==> config.mk <==
export PLATFORM = sky130hd
export DESIGN_NAME = anim_frame_gen
export DESIGN_NICKNAME = d
export VERILOG_FILES = /design/src/rtl/anim_pkg.sv /design/src/rtl/anim_prescaler.sv /design/src/rtl/anim_frame_gen.sv
export SDC_FILE = /design/constraint.sdc
export NUM_CORES = 1
export LEC_CHECK = 0
export BUFFER_PORTS_ARGS = -buffer_cell sky130_fd_sc_hd__buf_2
export CORE_AREA = 2 2 205 207
export DETAILED_ROUTE_END_ITERATION = 8
export DIE_AREA = 0 0 207 209
export PLACE_DENSITY = 0.56
export SETUP_SLACK_MARGIN = 0.5
export SLEW_MARGIN = 20
export SYNTH_ARGS = -nofsm -noshare
export SYNTH_HDL_FRONTEND = slang
export SYNTH_SLANG_ARGS = --single-unit
==> constraint.sdc <==
create_clock -name clk -period 4.4 [get_ports clk]
set_input_delay 0.66 -clock clk [delete_from_list [all_inputs] [get_ports clk]]
set_output_delay 0.66 -clock clk [all_outputs]
set_load 0.02 [all_outputs]
==> src/rtl/anim_pkg.sv <==
// Shared constants and the per-line frame pattern for the animation frame generator.
// Latency: none (pure declarations and a combinational helper).
// Backpressure: not applicable.
package anim_pkg;

    localparam logic [1:0] MODE_LINE   = 2'd0;
    localparam logic [1:0] MODE_LAYER  = 2'd1;
    localparam logic [1:0] MODE_BOUNCE = 2'd2;
    localparam logic [1:0] MODE_FILL   = 2'd3;

    typedef enum logic [1:0] {
        IDLE      = 2'd0,
        WAIT_TICK = 2'd1,
        PRESENT   = 2'd2
    } state_t;

    // Frame pattern for (mode, step), evaluated one line at a time: returns
    // whether the given line index (= z*n + y) is fully lit in an n*n*n cube.
    function automatic logic pattern(input logic [1:0] mode, input int step,
                                     input int line, input int n);
        logic lit;
        lit = 1'b0;
        case (mode)
            MODE_LINE:               lit = (line == step);
            MODE_LAYER, MODE_BOUNCE: lit = ((line / n) == step);
            default:                 lit = (line < step);
        endcase
        return lit;
    endfunction

endpackage

==> src/rtl/anim_prescaler.sv <==
// Frame-rate prescaler: one tick every (display_speed+1)*2^DIV_LEN enabled cycles.
// Latency: tick is combinational from the counter registers.
// Backpressure: clear holds both counters at zero while the frame generator is not waiting.
module anim_prescaler
    import anim_pkg::*;
#(
    parameter int DIV_LEN = 23,
    parameter int SPEED_W = 4
) (
    input  logic               clk,
    input  logic               rst,
    input  logic               clear,
    input  logic [SPEED_W-1:0] display_speed,
    output logic               tick
);

    logic [SPEED_W-1:0] speed_cnt;
    logic [DIV_LEN-1:0] div_cnt;
    logic               speed_wrap;

    // A lowered display_speed below the current count lets the counter run to all-ones and wrap.
    assign speed_wrap = (speed_cnt == display_speed) || (&speed_cnt);
    assign tick       = speed_wrap && (&div_cnt);

    // Speed divisor counter feeding the binary divider on every wrap.
    always_ff @(posedge clk or posedge rst) begin
        if (rst) begin
            speed_cnt <= '0;
            div_cnt   <= '0;
        end else if (clear) begin
            speed_cnt <= '0;
            div_cnt   <= '0;
        end else if (speed_wrap) begin
            speed_cnt <= '0;
            div_cnt   <= div_cnt + DIV_LEN'(1);
        end else begin
            speed_cnt <= speed_cnt + SPEED_W'(1);
        end
    end

endmodule

==> src/rtl/anim_frame_gen.sv <==
// LED-cube animation frame generator: four selectable patterns, paced by anim_prescaler.
// Latency: frame_valid rises one cycle after a prescaler tick or after leaving IDLE.
// Backpressure: valid/ready; a presented frame and its index are held until accepted.
module anim_frame_gen
    import anim_pkg::*;
#(
    parameter int N       = 8,
    parameter int DIV_LEN = 23,
    parameter int SPEED_W = 4
) (
    input  logic                         clk,
    input  logic                         rst,
    input  logic                         enable,
    input  logic [1:0]                   anim_mode,
    input  logic [SPEED_W-1:0]           display_speed,
    input  logic                         frame_ready,
    output logic                         frame_valid,
    output logic [N*N*N-1:0]             frame_cube_flat,
    output logic [$clog2(N*N+1)-1:0]     frame_idx
);

    localparam int LINES = N * N;
    localparam int IDX_W = $clog2(LINES + 1);
    localparam logic [IDX_W-1:0] ONE = IDX_W'(1);

    state_t             state, state_d;
    logic [1:0]         mode_q, mode_d, pat_mode;
    logic [IDX_W-1:0]   step_q, step_d, pat_step, adv_step;
    logic               dir_up, dir_d, adv_dir;
    logic               load_frame, presc_clr, tick, mode_diff, accept;
    logic [N*N*N-1:0]   frame_d;

    assign frame_valid = (state == PRESENT);
    assign accept      = frame_valid & frame_ready;
    assign mode_diff   = (anim_mode != mode_q);

    anim_prescaler #(
        .DIV_LEN (DIV_LEN),
        .SPEED_W (SPEED_W)
    ) u_prescaler (
        .clk           (clk),
        .rst           (rst),
        .clear         (presc_clr),
        .display_speed (display_speed),
        .tick          (tick)
    );

    // Each cube line is either fully lit or dark, so the frame is built line by line.
    for (genvar r = 0; r < LINES; r++) begin : g_line
        assign frame_d[r*N +: N] = {N{pattern(pat_mode, int'(pat_step), r, N)}};
    end

    // Step that follows the current one in the latched mode, with bounce direction.
    always_comb begin
        adv_step = step_q + ONE;
        adv_dir  = dir_up;
        case (mode_q)
            MODE_LINE:  if (step_q == IDX_W'(LINES - 1)) adv_step = '0;
            MODE_LAYER: if (step_q == IDX_W'(N - 1))     adv_step = '0;
            MODE_BOUNCE: begin
                if (dir_up) begin
                    if (adv_step == IDX_W'(N - 1)) adv_dir = 1'b0;
                end else begin
                    adv_step = step_q - ONE;
                    if (adv_step == '0) adv_dir = 1'b1;
                end
            end
            default:    if (step_q == IDX_W'(LINES))     adv_step = '0;
        endcase
    end

    // Next state, step bookkeeping and frame-load strobe; a mode change outranks a tick.
    always_comb begin
        state_d    = state;
        mode_d     = mode_q;
        step_d     = step_q;
        dir_d      = dir_up;
        load_frame = 1'b0;
        pat_mode   = mode_q;
        pat_step   = step_q;
        presc_clr  = 1'b1;
        case (state)
            IDLE: begin
                if (enable) begin
                    state_d    = PRESENT;
                    mode_d     = anim_mode;
                    step_d     = '0;
                    dir_d      = 1'b1;
                    load_frame = 1'b1;
                    pat_mode   = anim_mode;
                    pat_step   = '0;
                end
            end
            PRESENT: begin
                if (accept) begin
                    if (!enable) begin
                        state_d = IDLE;
                    end else begin
                        state_d = WAIT_TICK;
                        if (mode_diff) begin
                            mode_d = anim_mode;
                            step_d = '0;
                            dir_d  = 1'b1;
                        end else begin
                            step_d = adv_step;
                            dir_d  = adv_dir;
                        end
                    end
                end
            end
            WAIT_TICK: begin
                presc_clr = 1'b0;
                if (!enable) begin
                    state_d   = IDLE;
                    presc_clr = 1'b1;
                end else if (mode_diff) begin
                    mode_d    = anim_mode;
                    step_d    = '0;
                    dir_d     = 1'b1;
                    presc_clr = 1'b1;
                end else if (tick) begin
                    load_frame = 1'b1;
                    state_d    = PRESENT;
                end
            end
            default: state_d = IDLE;
        endcase
    end

    // State register.
    always_ff @(posedge clk or posedge rst) begin
        if (rst) state <= IDLE;
        else     state <= state_d;
    end

    // Mode latch, step/direction and the presented frame registers.
    always_ff @(posedge clk or posedge rst) begin
        if (rst) begin
            mode_q          <= MODE_LINE;
            step_q          <= '0;
            dir_up          <= 1'b1;
            frame_cube_flat <= '0;
            frame_idx       <= '0;
        end else begin
            mode_q <= mode_d;
            step_q <= step_d;
            dir_up <= dir_d;
            if (load_frame) begin
                frame_cube_flat <= frame_d;
                frame_idx       <= pat_step;
            end
        end
    end

endmodule

==> results.sh, run 1 <==
export IMPL_outcome="finished clean"
export IMPL_rows=75
export IMPL_initial_core_util=0.260
export IMPL_drive_gt1_frac=0.512
export IMPL_grt_max_degree=58
export IMPL_die_area_mm2=0.0433
export IMPL_switching_power_mw=2.01
export IMPL_area_growth_pct=1.63
export IMPL_grt_pass1_wl_mm=49.2
export IMPL_synth_nets=1246
export IMPL_intPower_mw=2.20
export IMPL_dieWidth_um=207
export IMPL_dr_total_vias=8460
export IMPL_utilization=0.265
export IMPL_fin_hold_ws_ns=0.465
export IMPL_rsz0062_at_grt="no"
export IMPL_syn_area_mm2=0.0108
export IMPL_startpoint_type="flop"
export IMPL_root_buffer="clkbuf_16"
export IMPL_cts_tree="built"
export IMPL_cap_viol_max_count=0
export IMPL_ys_ff_latch=110
export IMPL_cp_end_kind="flop"
export IMPL_fin_ws_ns=0.775
export IMPL_p_total_mw=4.21
export IMPL_period_share=0.824
export IMPL_core_mm2=0.0413
export IMPL_track_usage=0.147
export IMPL_cts_htree_levels=3
export IMPL_routed_via_density=4.63
export IMPL_power_frac_seq=0.300
export IMPL_io_buffers=529
export IMPL_ctsHoldBuffers=0
export IMPL_worst_slew_pin_slew_ns=1.06
export IMPL_grt_pass1_vias=7252
export IMPL_wl_mm=34.2
export IMPL_drtIter0Drc=796
export IMPL_powerDensity_mw_per_mm2=385
export IMPL_nNetsFinal=1305
export IMPL_crit_path_max_fanout=23
export IMPL_cp_slowest_cell="nor2_1"
export IMPL_cts_resized=0
export IMPL_cts_buffers=9
export IMPL_min_delay_path_class="in2async"
export IMPL_dp_cells=1810
export IMPL_critical_path_max_stage_delay_ns=0.74
export IMPL_r2r_start="state[0]"
export IMPL_ant_nets=0
export IMPL_crit_arrival_ns=3.89
export IMPL_place_gp_congestion=0.928
export IMPL_rrSetupSlack_ns=0.77
export IMPL_hold_violations=0
export IMPL_ys_seq_area_frac=0.256
export IMPL_ys_top_cells_by_area="buf_4 (31%), dfrtp_1 (25%), mux2_4 (6.7%)"
export IMPL_irDropWorstVdd_v=0.000184
export IMPL_clkSinkCount=110
export IMPL_wire_per_inst_um=18.7
export IMPL_post_place_ws_ns=0.627
export IMPL_antenna_found_initial=3
export IMPL_max_slew_margin=0.293
export IMPL_p_comb_frac=0.495
export IMPL_drc=0
export IMPL_placed_cell_area_mm2=0.0106
export IMPL_p_sw_frac=0.477
export IMPL_clk_latency_ns=0.37
export IMPL_synth_cell_types=70
export IMPL_clkTransAtPathRegs_ns=0.07
export IMPL_avgSynthCellArea_um2=8.79
export IMPL_rr_endpoint="frame_cube_flat[31]"
export IMPL_grt_overflow_total=0
export IMPL_worstSetupPathType="reg2reg"
export IMPL_clkPwrFrac=0.205
export IMPL_syn_inst=1223
export IMPL_ios=530
export IMPL_post_cts_buffers=0
export IMPL_synth_main_ff_cell="dfrtp_1"
export IMPL_yosys_warnings=0
export IMPL_max_freq_mhz=276
export IMPL_synth_top_area_cell="buf_4"
export IMPL_first_pass_iters=6
export IMPL_die_height_um=209
export IMPL_synth_edf_count=0
export IMPL_final_common_cell="buf_2"
export IMPL_setup_violations=0
export IMPL_fin_tns_setup_ns=0
export IMPL_synth_top_area_frac=0.314
export IMPL_hpwl_mm=25.4
export IMPL_slew_violations=0
export IMPL_finClkSkew_ns=0.0125
export IMPL_clock_path_buffers=2
export IMPL_async_reset_ff_frac=1.00
export IMPL_crit_path_cell_trace="inv_1 > ha_1 > and2_0 > buf_4 > mux2i_1 > inv_1 > ha_1 > buf_4 > clkinv_1 > nor2_1 > a22oi_1 > mux2_4"
export IMPL_required_ns=4.66
export IMPL_finalInstanceArea_mm2=0.0109
export IMPL_min_period_ns=3.63
export IMPL_layout_common_cells="buf_2 (529), dfrtp_1 (109), nor2_1 (77)"
export IMPL_layout_cells_non_filler=1827
export IMPL_ff2ff_path_depth=12
export IMPL_p_leak_nw=5.97
## worst max-delay path by stage
| stage | start | to | slack (ns) | depth (start not counted) |
|---|---|---|---|---|
| 2_1_floorplan | rst | frame_cube_flat[103] | 0.84 | 1 |
| 3_3_place_gp | enable | frame_cube_flat[447] | 0.65 | 11 |
| 3_5_place_dp | enable | frame_cube_flat[447] | 0.63 | 11 |
| 4_1_cts | state[1] | frame_cube_flat[447] | 0.64 | 12 |
| 5_1_grt | state[1] | frame_cube_flat[151] | 0.50 | 13 |
| 6_report | state[0] | frame_cube_flat[31] | 0.77 | 12 |
## registers in the layout (all words and copies together), names as in the netlist
name and cells:
frame_cube_flat 64, u_prescaler.div_cnt 23, frame_idx 7, step_q 7, u_prescaler.speed_cnt 4, mode_q 2, state 2, dir_up 1
## worst max-delay path: cells and delay by family, from the launching register on
kind	cells	cell delay [ns]
mux	2	0.45
buf+inv	5	0.99
compound gates	1	0.21
fa+ha+maj	2	0.49
simple gates	2	0.94
flops	1	0.43
## power by group through the flow
| stage | registers [mW] | logic (mW) | clock network (mW) |
|---|---|---|---|
| floorplan | 1.27 | 1.90 | 0 |
| global placement | 1.29 | 2.06 | 0 |
| detailed placement | 1.29 | 2.06 | 0 |
| CTS | 1.27 | 2.07 | 0.889 |
| global route | 1.29 | 2.20 | 0.934 |
| finish | 1.26 | 2.08 | 0.862 |
## logic make-up (layout without fill, tap and decap cells)
| group | Yosys count | count (layout) | share of synthesized area |
|---|---|---|---|
| AO/OA/AOI/OAI | 233 | 233 | 0.148 |
| XOR/XNOR | 32 | 32 | 0.0261 |
| other | 0 | 2 | 0 |
| adder cells (fa/ha/maj) | 13 | 13 | 0.0151 |
| multiplexers | 77 | 77 | 0.0961 |
| flip-flops | 110 | 110 | 0.256 |
| AND/OR/NAND/NOR | 223 | 223 | 0.105 |
| buffers and inverters | 535 | 598 | 0.353 |
## per-layer routing
metal | vias to the layer above | share of wire | global-route usage
met5 | - | 0.00038 | 0
met4 | 2 | 0.016 | 0.0342
met3 | 47 | 0.070 | 0.0278
met2 | 414 | 0.49 | 0.243
met1 | 4097 | 0.43 | 0.199
li1 | 3900 | - | -
## synthesized netlist by cell type, types with 5 or more instances
cell type / n
a21oi_1: 57
nor3_1: 15
buf_12: 6
a31oi_1: 7
or3_1: 8
ha_1: 13
mux2i_1: 11
nand4_1: 8
o211ai_1: 8
xnor2_1: 28
o22ai_1: 37
a211oi_1: 10
inv_1: 23
mux2_2: 18
dfrtp_1: 109
nor2_1: 77
clkbuf_1: 49
o21ai_0: 21
nand3_1: 21
nand2_1: 39
nor2b_1: 6
a2111oi_0: 12
o221ai_1: 13
mux2_4: 48
and3_1: 6
nand2b_1: 7
buf_4: 449
a22oi_1: 35
and2_1: 5
## layout make-up
cell class,instances,area (um2)
Multi-Input combinational cell,578,4220
Fill cell,4447,30400
Sequential cell,110,2750
Inverter,24,92.6
Clock inverter,4,55.1
Antenna cell,2,5.00
Clock buffer,11,243
Timing Repair Buffer,559,2890
Tap cell,539,674
No activity file was read; power rests on OpenSTA's default activity.
==> inputs of run 2 (changes only) <==
ABC_AREA = 1   (was not set)
CORE_AREA = 2 2 206 208   (was 2 2 205 207)
DIE_AREA = 0 0 208 210   (was 0 0 207 209)
PLACE_DENSITY = 0.58   (was 0.56)
clock period = 3.09 ns   (was 4.4 ns; I/O delays follow)
==> results.sh, run 2 <==
export IMPL_rows=75
export IMPL_place_gp_congestion=0.948
export IMPL_ant_nets=0
export IMPL_met1_usage=0.200
export IMPL_grt_max_degree=72
export IMPL_hold_violations=0
export IMPL_rrSetupSlack_ns=0.62
export IMPL_top_regs="frame_cube_flat: 64 flops, u_prescaler.div_cnt: 23 flops"
export IMPL_initial_core_util=0.264
export IMPL_area_growth_pct=3.51
export IMPL_synthTopCellsByCount="nand2_1 (522), buf_4 (449), nand3_1 (123)"
export IMPL_ios=530
export IMPL_cap_viol_max_count=0
export IMPL_clk_latency_ns=0.37
export IMPL_nNetsFinal=1720
export IMPL_slew_violations=0
export IMPL_die_area_mm2=0.0437
export IMPL_cts_tree="built"
export IMPL_startpoint_type="flop"
export IMPL_final_common_cell="buf_2"
export IMPL_crit_path_max_fanout=7
export IMPL_avgSynthCellArea_um2=6.78
export IMPL_synth_cell_types=39
export IMPL_diodes=0
export IMPL_clkSinkCount=110
export IMPL_ctsHoldBuffers=0
export IMPL_required_ns=3.39
export IMPL_hpwl_mm=27.5
export IMPL_setup_violations=0
export IMPL_syn_area_mm2=0.0110
export IMPL_finClkSkew_ns=0.0121
export IMPL_cp_end_kind="flop"
export IMPL_cp_top_family="simple AND/OR/NAND/NOR gates"
export IMPL_crit_top_cell="nand2_1"
export IMPL_fin_tns_setup_ns=0
export IMPL_synth_top_area_cell="buf_4"
export IMPL_die_height_um=210
export IMPL_synth_edf_count=0
export IMPL_max_freq_mhz=405
export IMPL_layout_common_cells="buf_2 (529), nand2_1 (521), nand3_1 (123)"
export IMPL_clkTransAtPathRegs_ns=0.08
export IMPL_drtIter0Drc=584
export IMPL_largest_register="frame_cube_flat"
export IMPL_max_slew_margin=0.469
export IMPL_dr_total_vias=9593
export IMPL_dieWidth_um=208
export IMPL_layout_cells_non_filler=2241
export IMPL_worst_slew_pin_slew_ns=0.797
export IMPL_rsz0062_at_grt="no"
export IMPL_root_buffer="clkbuf_16"
export IMPL_drive_gt1_frac=0.374
export IMPL_synth_main_ff_cell="dfrtp_1"
export IMPL_period_share=0.798
export IMPL_p_leak_nw=7.45
export IMPL_crit_path_cell_trace="inv_1 > ha_2 > nand2_2 > inv_2 > nor2_4 > nand2_2 > nor2_1 > nand3_1 > nand2_1 > nand2_1 > nand2_1 > nand2_1 > nand2_1"
export IMPL_yosysMostFrequentCell="nand2_1"
export IMPL_wl_mm=35.3
export IMPL_synth_top_area_frac=0.307
export IMPL_largest_reg_flops=64
export IMPL_grt_util_met3=0.0209
export IMPL_grt_overflow_total=0
export IMPL_cts_htree_levels=3
export IMPL_outcome="finished clean"
export IMPL_clock_path_buffers=2
export IMPL_min_delay_path_class="in2async"
export IMPL_track_usage=0.151
export IMPL_first_pass_iters=5
export IMPL_wire_per_inst_um=15.8
export IMPL_ys_seq_area_frac=0.251
export IMPL_yosys_warnings=0
export IMPL_core_mm2=0.0415
export IMPL_ys_ff_latch=110
export IMPL_cp_slowest_cell="nor2_1"
export IMPL_cp_num_buf_inv=2
export IMPL_synth_nets=1640
export IMPL_grt_pass1_vias=8397
export IMPL_routed_via_density=4.28
export IMPL_syn_inst=1617
export IMPL_grt_pass1_wl_mm=51.3
export IMPL_worstSetupPathType="reg2reg"
export IMPL_ys_top_cells_by_area="buf_4 (31%), dfrtp_1 (25%), nand2_1 (18%)"
export IMPL_min_period_ns=2.47
export IMPL_dp_cells=2218
export IMPL_io_buffers=529
export IMPL_async_reset_ff_frac=1.00
export IMPL_grtUsageMet2=0.263
export IMPL_powerDensity_mw_per_mm2=545
export IMPL_drc=0
export IMPL_critical_path_max_stage_delay_ns=0.52
export IMPL_irDropWorstVdd_v=0.000275
export IMPL_cts_buffers=9
export IMPL_antenna_found_initial=1
export IMPL_crit_arrival_ns=2.77
export IMPL_grt_busiest_layer="met2"
run 2: cell types whose count changed in the layout (fill, tap and decap cells not counted), moves of 12 or more:
cell       change
o221ai_1      -13
o21ai_0       +49
xnor2_1       -21
o22ai_1       -36
nand3_1      +102
a22oi_1       -35
mux2_4        -48
mux2_2        -18
a2111oi_0     -12
inv_1         +58
nand2_1      +482
a21oi_1       -42
run 2: final timing paths:
| path | cells after the start | end | from |
|---|---|---|---|
| worst max-delay path | 13 | frame_cube_flat[87] | state[0] |
| worst min-delay path | 2 | frame_cube_flat[55] | rst |
| worst max register to register | 13 | frame_cube_flat[87] | state[0] |
| worst min register to register | 2 | frame_idx[1] | frame_idx[1] |
| max in group asynchronous | 3 | dir_up | rst |
| min in group clk | 3 | mode_q[1] | anim_mode[1] |
run 2: worst reg2reg max path, delay by kind of cell, from the launching register on:
family / cells / cell delay, ns
AND/OR/NAND/NOR: 10 / 1.58
flip-flops: 1 / 0.40
adder cells (fa/ha/maj): 1 / 0.25
buffers and inverters: 2 / 0.18
run 2: logic make-up after synthesis:
group | Yosys count | synth area share
buffers and inverters | 587 | 0.363
AO/OA/AOI/OAI | 105 | 0.0500
adder cells (fa/ha/maj) | 13 | 0.0148
XOR/XNOR | 15 | 0.0120
AND/OR/NAND/NOR | 787 | 0.309
flip-flops | 110 | 0.251
run 2: repair_timing:
item,4_1_cts,5_1_grt
hold endpoints to repair,0,0
pin swaps,0,3
gates resized for setup,5,15
gates cloned,0,1
setup buffers,0,6
setup endpoints to repair,28,52
run 2: stage by stage:
stage | total power [mW] | utilization | hold slack, ns | setup slack, ns | area (um2)
3_3_place_gp | 4.93 | 0.263 | 0.489 | 0.435 | 10900
4_1_cts | 6.22 | 0.271 | 0.259 | 0.509 | 11200
2_1_floorplan | 4.61 | - | 0.473 | 0.511 | 11000
6_report | 6.19 | 0.274 | 0.236 | 0.624 | 11400
5_1_grt | 6.59 | 0.274 | 0.291 | 0.499 | 11400
3_5_place_dp | 4.95 | 0.263 | 0.492 | 0.325 | 10900
run 2: metal layers:
layer / wire length, um / vias up
li1: - / 4759
met1: 15500 / 4477
met2: 17600 / 328
met3: 1800 / 27
met4: 453 / 2
met5: 13 / -
run 2: final cells by class:
type	instances	area, um2
Fill cell	4628	30100
Multi-Input combinational cell	921	4310
Timing Repair Buffer	564	2960
Sequential cell	110	2750
Tap cell	539	674
Inverter	91	349
Clock buffer	11	243
Clock inverter	5	66.3
run 2: power by group:
group / internal (mW) / switching [mW]
logic: 0.872 / 2.29
registers: 1.55 / 0.234
clock network: 0.663 / 0.580
==> inputs of run 3 (changes only) <==
CORE_AREA = 2 2 207 209   (was 2 2 206 208)
DIE_AREA = 0 0 209 211   (was 0 0 208 210)
PLACE_DENSITY = 0.55   (was 0.58)
clock period = 2.3 ns   (was 3.09 ns; I/O delays follow)
==> results.sh, run 3 (same netlist as run 2, synthesis figures left out) <==
export IMPL_largest_reg_flops=64
export IMPL_crit_path_cell_trace="inv_2 > ha_4 > nand2_8 > o21ai_4 > inv_2 > ha_4 > buf_12 > nand3_4 > o21ai_0 > nand2_1 > nand2_1 > nand2_1 > nand2_1"
export IMPL_routed_via_density=4.43
export IMPL_layout_common_cells="buf_2 (530), nand2_1 (440), nand3_1 (111)"
export IMPL_p_sw_frac=0.483
export IMPL_fin_hold_ws_ns=0.399
export IMPL_wire_per_inst_um=17.4
export IMPL_drive_gt1_frac=0.500
export IMPL_dieWidth_um=209
export IMPL_cp_depth=13
export IMPL_rows=75
export IMPL_rsz0062_at_grt="yes"
export IMPL_slew_violations=0
export IMPL_p_leak_nw=8.52
export IMPL_period_share=0.933
export IMPL_required_ns=2.61
export IMPL_worst_slew_pin_slew_ns=0.550
export IMPL_grt_pass1_vias=9148
export IMPL_cp_num_buf_inv=3
export IMPL_drc=0
export IMPL_cp_slowest_cell="dfrtp_1"
export IMPL_min_delay_path_class="in2reg"
export IMPL_setup_violations=0
export IMPL_fin_tns_setup_ns=0
export IMPL_min_period_ns=2.14
export IMPL_critical_path_max_stage_delay_ns=0.39
export IMPL_power_frac_seq=0.236
export IMPL_crit_arrival_ns=2.46
export IMPL_min_path_cells=3
export IMPL_cts_htree_levels=3
export IMPL_max_slew_margin=0.633
export IMPL_crit_path_max_fanout=8
export IMPL_placed_cell_area_mm2=0.0113
export IMPL_core_mm2=0.0418
export IMPL_clkTransAtPathRegs_ns=0.07
export IMPL_root_buffer="clkbuf_16"
export IMPL_cp_end_kind="flop"
export IMPL_dr_total_vias=10500
export IMPL_worstSetupPathType="reg2reg"
export IMPL_finClkSkew_ns=0.0133
export IMPL_io_buffers=529
export IMPL_wl_mm=41.1
export IMPL_first_pass_iters=5
export IMPL_ios=530
export IMPL_irDropWorstVdd_v=0.000421
export IMPL_die_area_mm2=0.0441
export IMPL_cts_tree="built"
export IMPL_initial_core_util=0.263
export IMPL_place_gp_congestion=0.955
export IMPL_final_common_cell="buf_2"
export IMPL_p_total_mw=10.1
export IMPL_finalInstanceArea_mm2=0.0137
export IMPL_die_height_um=211
export IMPL_p_comb_frac=0.612
export IMPL_hpwl_mm=28.9
export IMPL_grt_overflow_total=0
export IMPL_largest_register="frame_cube_flat"
export IMPL_startpoint_type="flop"
export IMPL_top_regs="frame_cube_flat: 64 flops, u_prescaler.div_cnt: 23 flops"
export IMPL_crit_top_cell="nand2_1"
export IMPL_ant_nets=0
export IMPL_area_growth_pct=24.5
export IMPL_drtIter0Drc=678
export IMPL_cp_top_family="adder cells"
export IMPL_clock_path_buffers=2
export IMPL_cap_viol_max_count=0
export IMPL_diodes=0
export IMPL_track_usage=0.172
export IMPL_powerDensity_mw_per_mm2=742
export IMPL_grt_max_degree=51
export IMPL_antenna_found_initial=0
export IMPL_outcome="finished clean"
export IMPL_hold_violations=0
export IMPL_ff2ff_path_depth=13
export IMPL_nNetsFinal=1842
export IMPL_intPower_mw=5.24
export IMPL_clk_latency_ns=0.38
export IMPL_grt_pass1_wl_mm=57.4
export IMPL_clkPwrFrac=0.152
export IMPL_switching_power_mw=4.90
export IMPL_max_freq_mhz=466
export IMPL_cts_buffers=9
export IMPL_clkSinkCount=110
[run 3: cell types whose count changed in the layout (fill, tap and decap cells not counted), moves of 15 or more]
cell	change
nand2_1	-81
buf_4	+69
nand2_2	+58
o21ai_0	-25
nand2_4	+19
o21ai_1	+16
nor2_1	-15
[run 3: metrics by stage]
| step | std cells | utilization | setup slack [ns] |
|---|---|---|---|
| 2_1_floorplan | 1617 | - | 0.183 |
| 3_3_place_gp | 2253 | 0.271 | 0.0609 |
| 3_5_place_dp | 2253 | 0.271 | 0.0476 |
| 4_1_cts | 2328 | 0.309 | 0.231 |
| 5_1_grt | 2363 | 0.327 | 0.00629 |
| 6_report | 2363 | 0.327 | 0.155 |
[run 3: final cells by class]
class                   instances  area, um2
repair inverters                1       7.51
inverters                      91        382
flip-flops and latches        110       2770
clock inverters                 6       43.8
clock buffers                  10        229
well taps                     539        674
repair buffers                685       4570
fillers                      4437      28100
multi-input cells             921       4990
[run 3: repair_timing]
item                                   CTS  global route
resized for setup                      124           152
setup buffers                           40            33
endpoints found under the hold margin   17             0
gates cloned                            18             2
setup endpoints to repair               92           102
hold buffers                             1             0
pin swaps                               12            63
[run 3: power groups by stage]
stage	Combinational (mW)	Clock (mW)	Sequential [mW]
final	6.20	1.54	2.39
after global routing	6.56	1.66	2.44
after CTS	5.62	1.61	2.44
after detailed placement	4.47	0	2.47
after global placement	4.48	0	2.45
after floorplan	4.03	0	2.48
[run 3: worst paths after layout]
path                                            end  slack [ns]                startpoint
setup / recovery               frame_cube_flat[239]        0.16                  state[1]
max in group asynchronous                    dir_up        1.07                       rst
hold reg to reg            u_prescaler.speed_cnt[0]        0.52  u_prescaler.speed_cnt[0]
hold / removal                            mode_q[1]        0.40              anim_mode[1]
setup reg to reg               frame_cube_flat[239]        0.16                  state[1]
min in group asynchronous   u_prescaler.div_cnt[11]        0.54                       rst
[run 3: metal layers]
| metal | wire (um) | share of wire | track usage | vias up |
|---|---|---|---|---|
| met4 | 850 | 0.021 | 0.0426 | 0 |
| met1 | 17700 | 0.43 | 0.227 | 5001 |
| met5 | 0 | 0 | 0 | - |
| li1 | - | - | - | 5018 |
| met2 | 20400 | 0.50 | 0.298 | 397 |
| met3 | 2150 | 0.052 | 0.0216 | 46 |
[run 3: tightest hold or removal path, cell delays in order]
cell,delay [ns]
buf_2,0.11
inv_1,0.11
o21ai_0,0.17
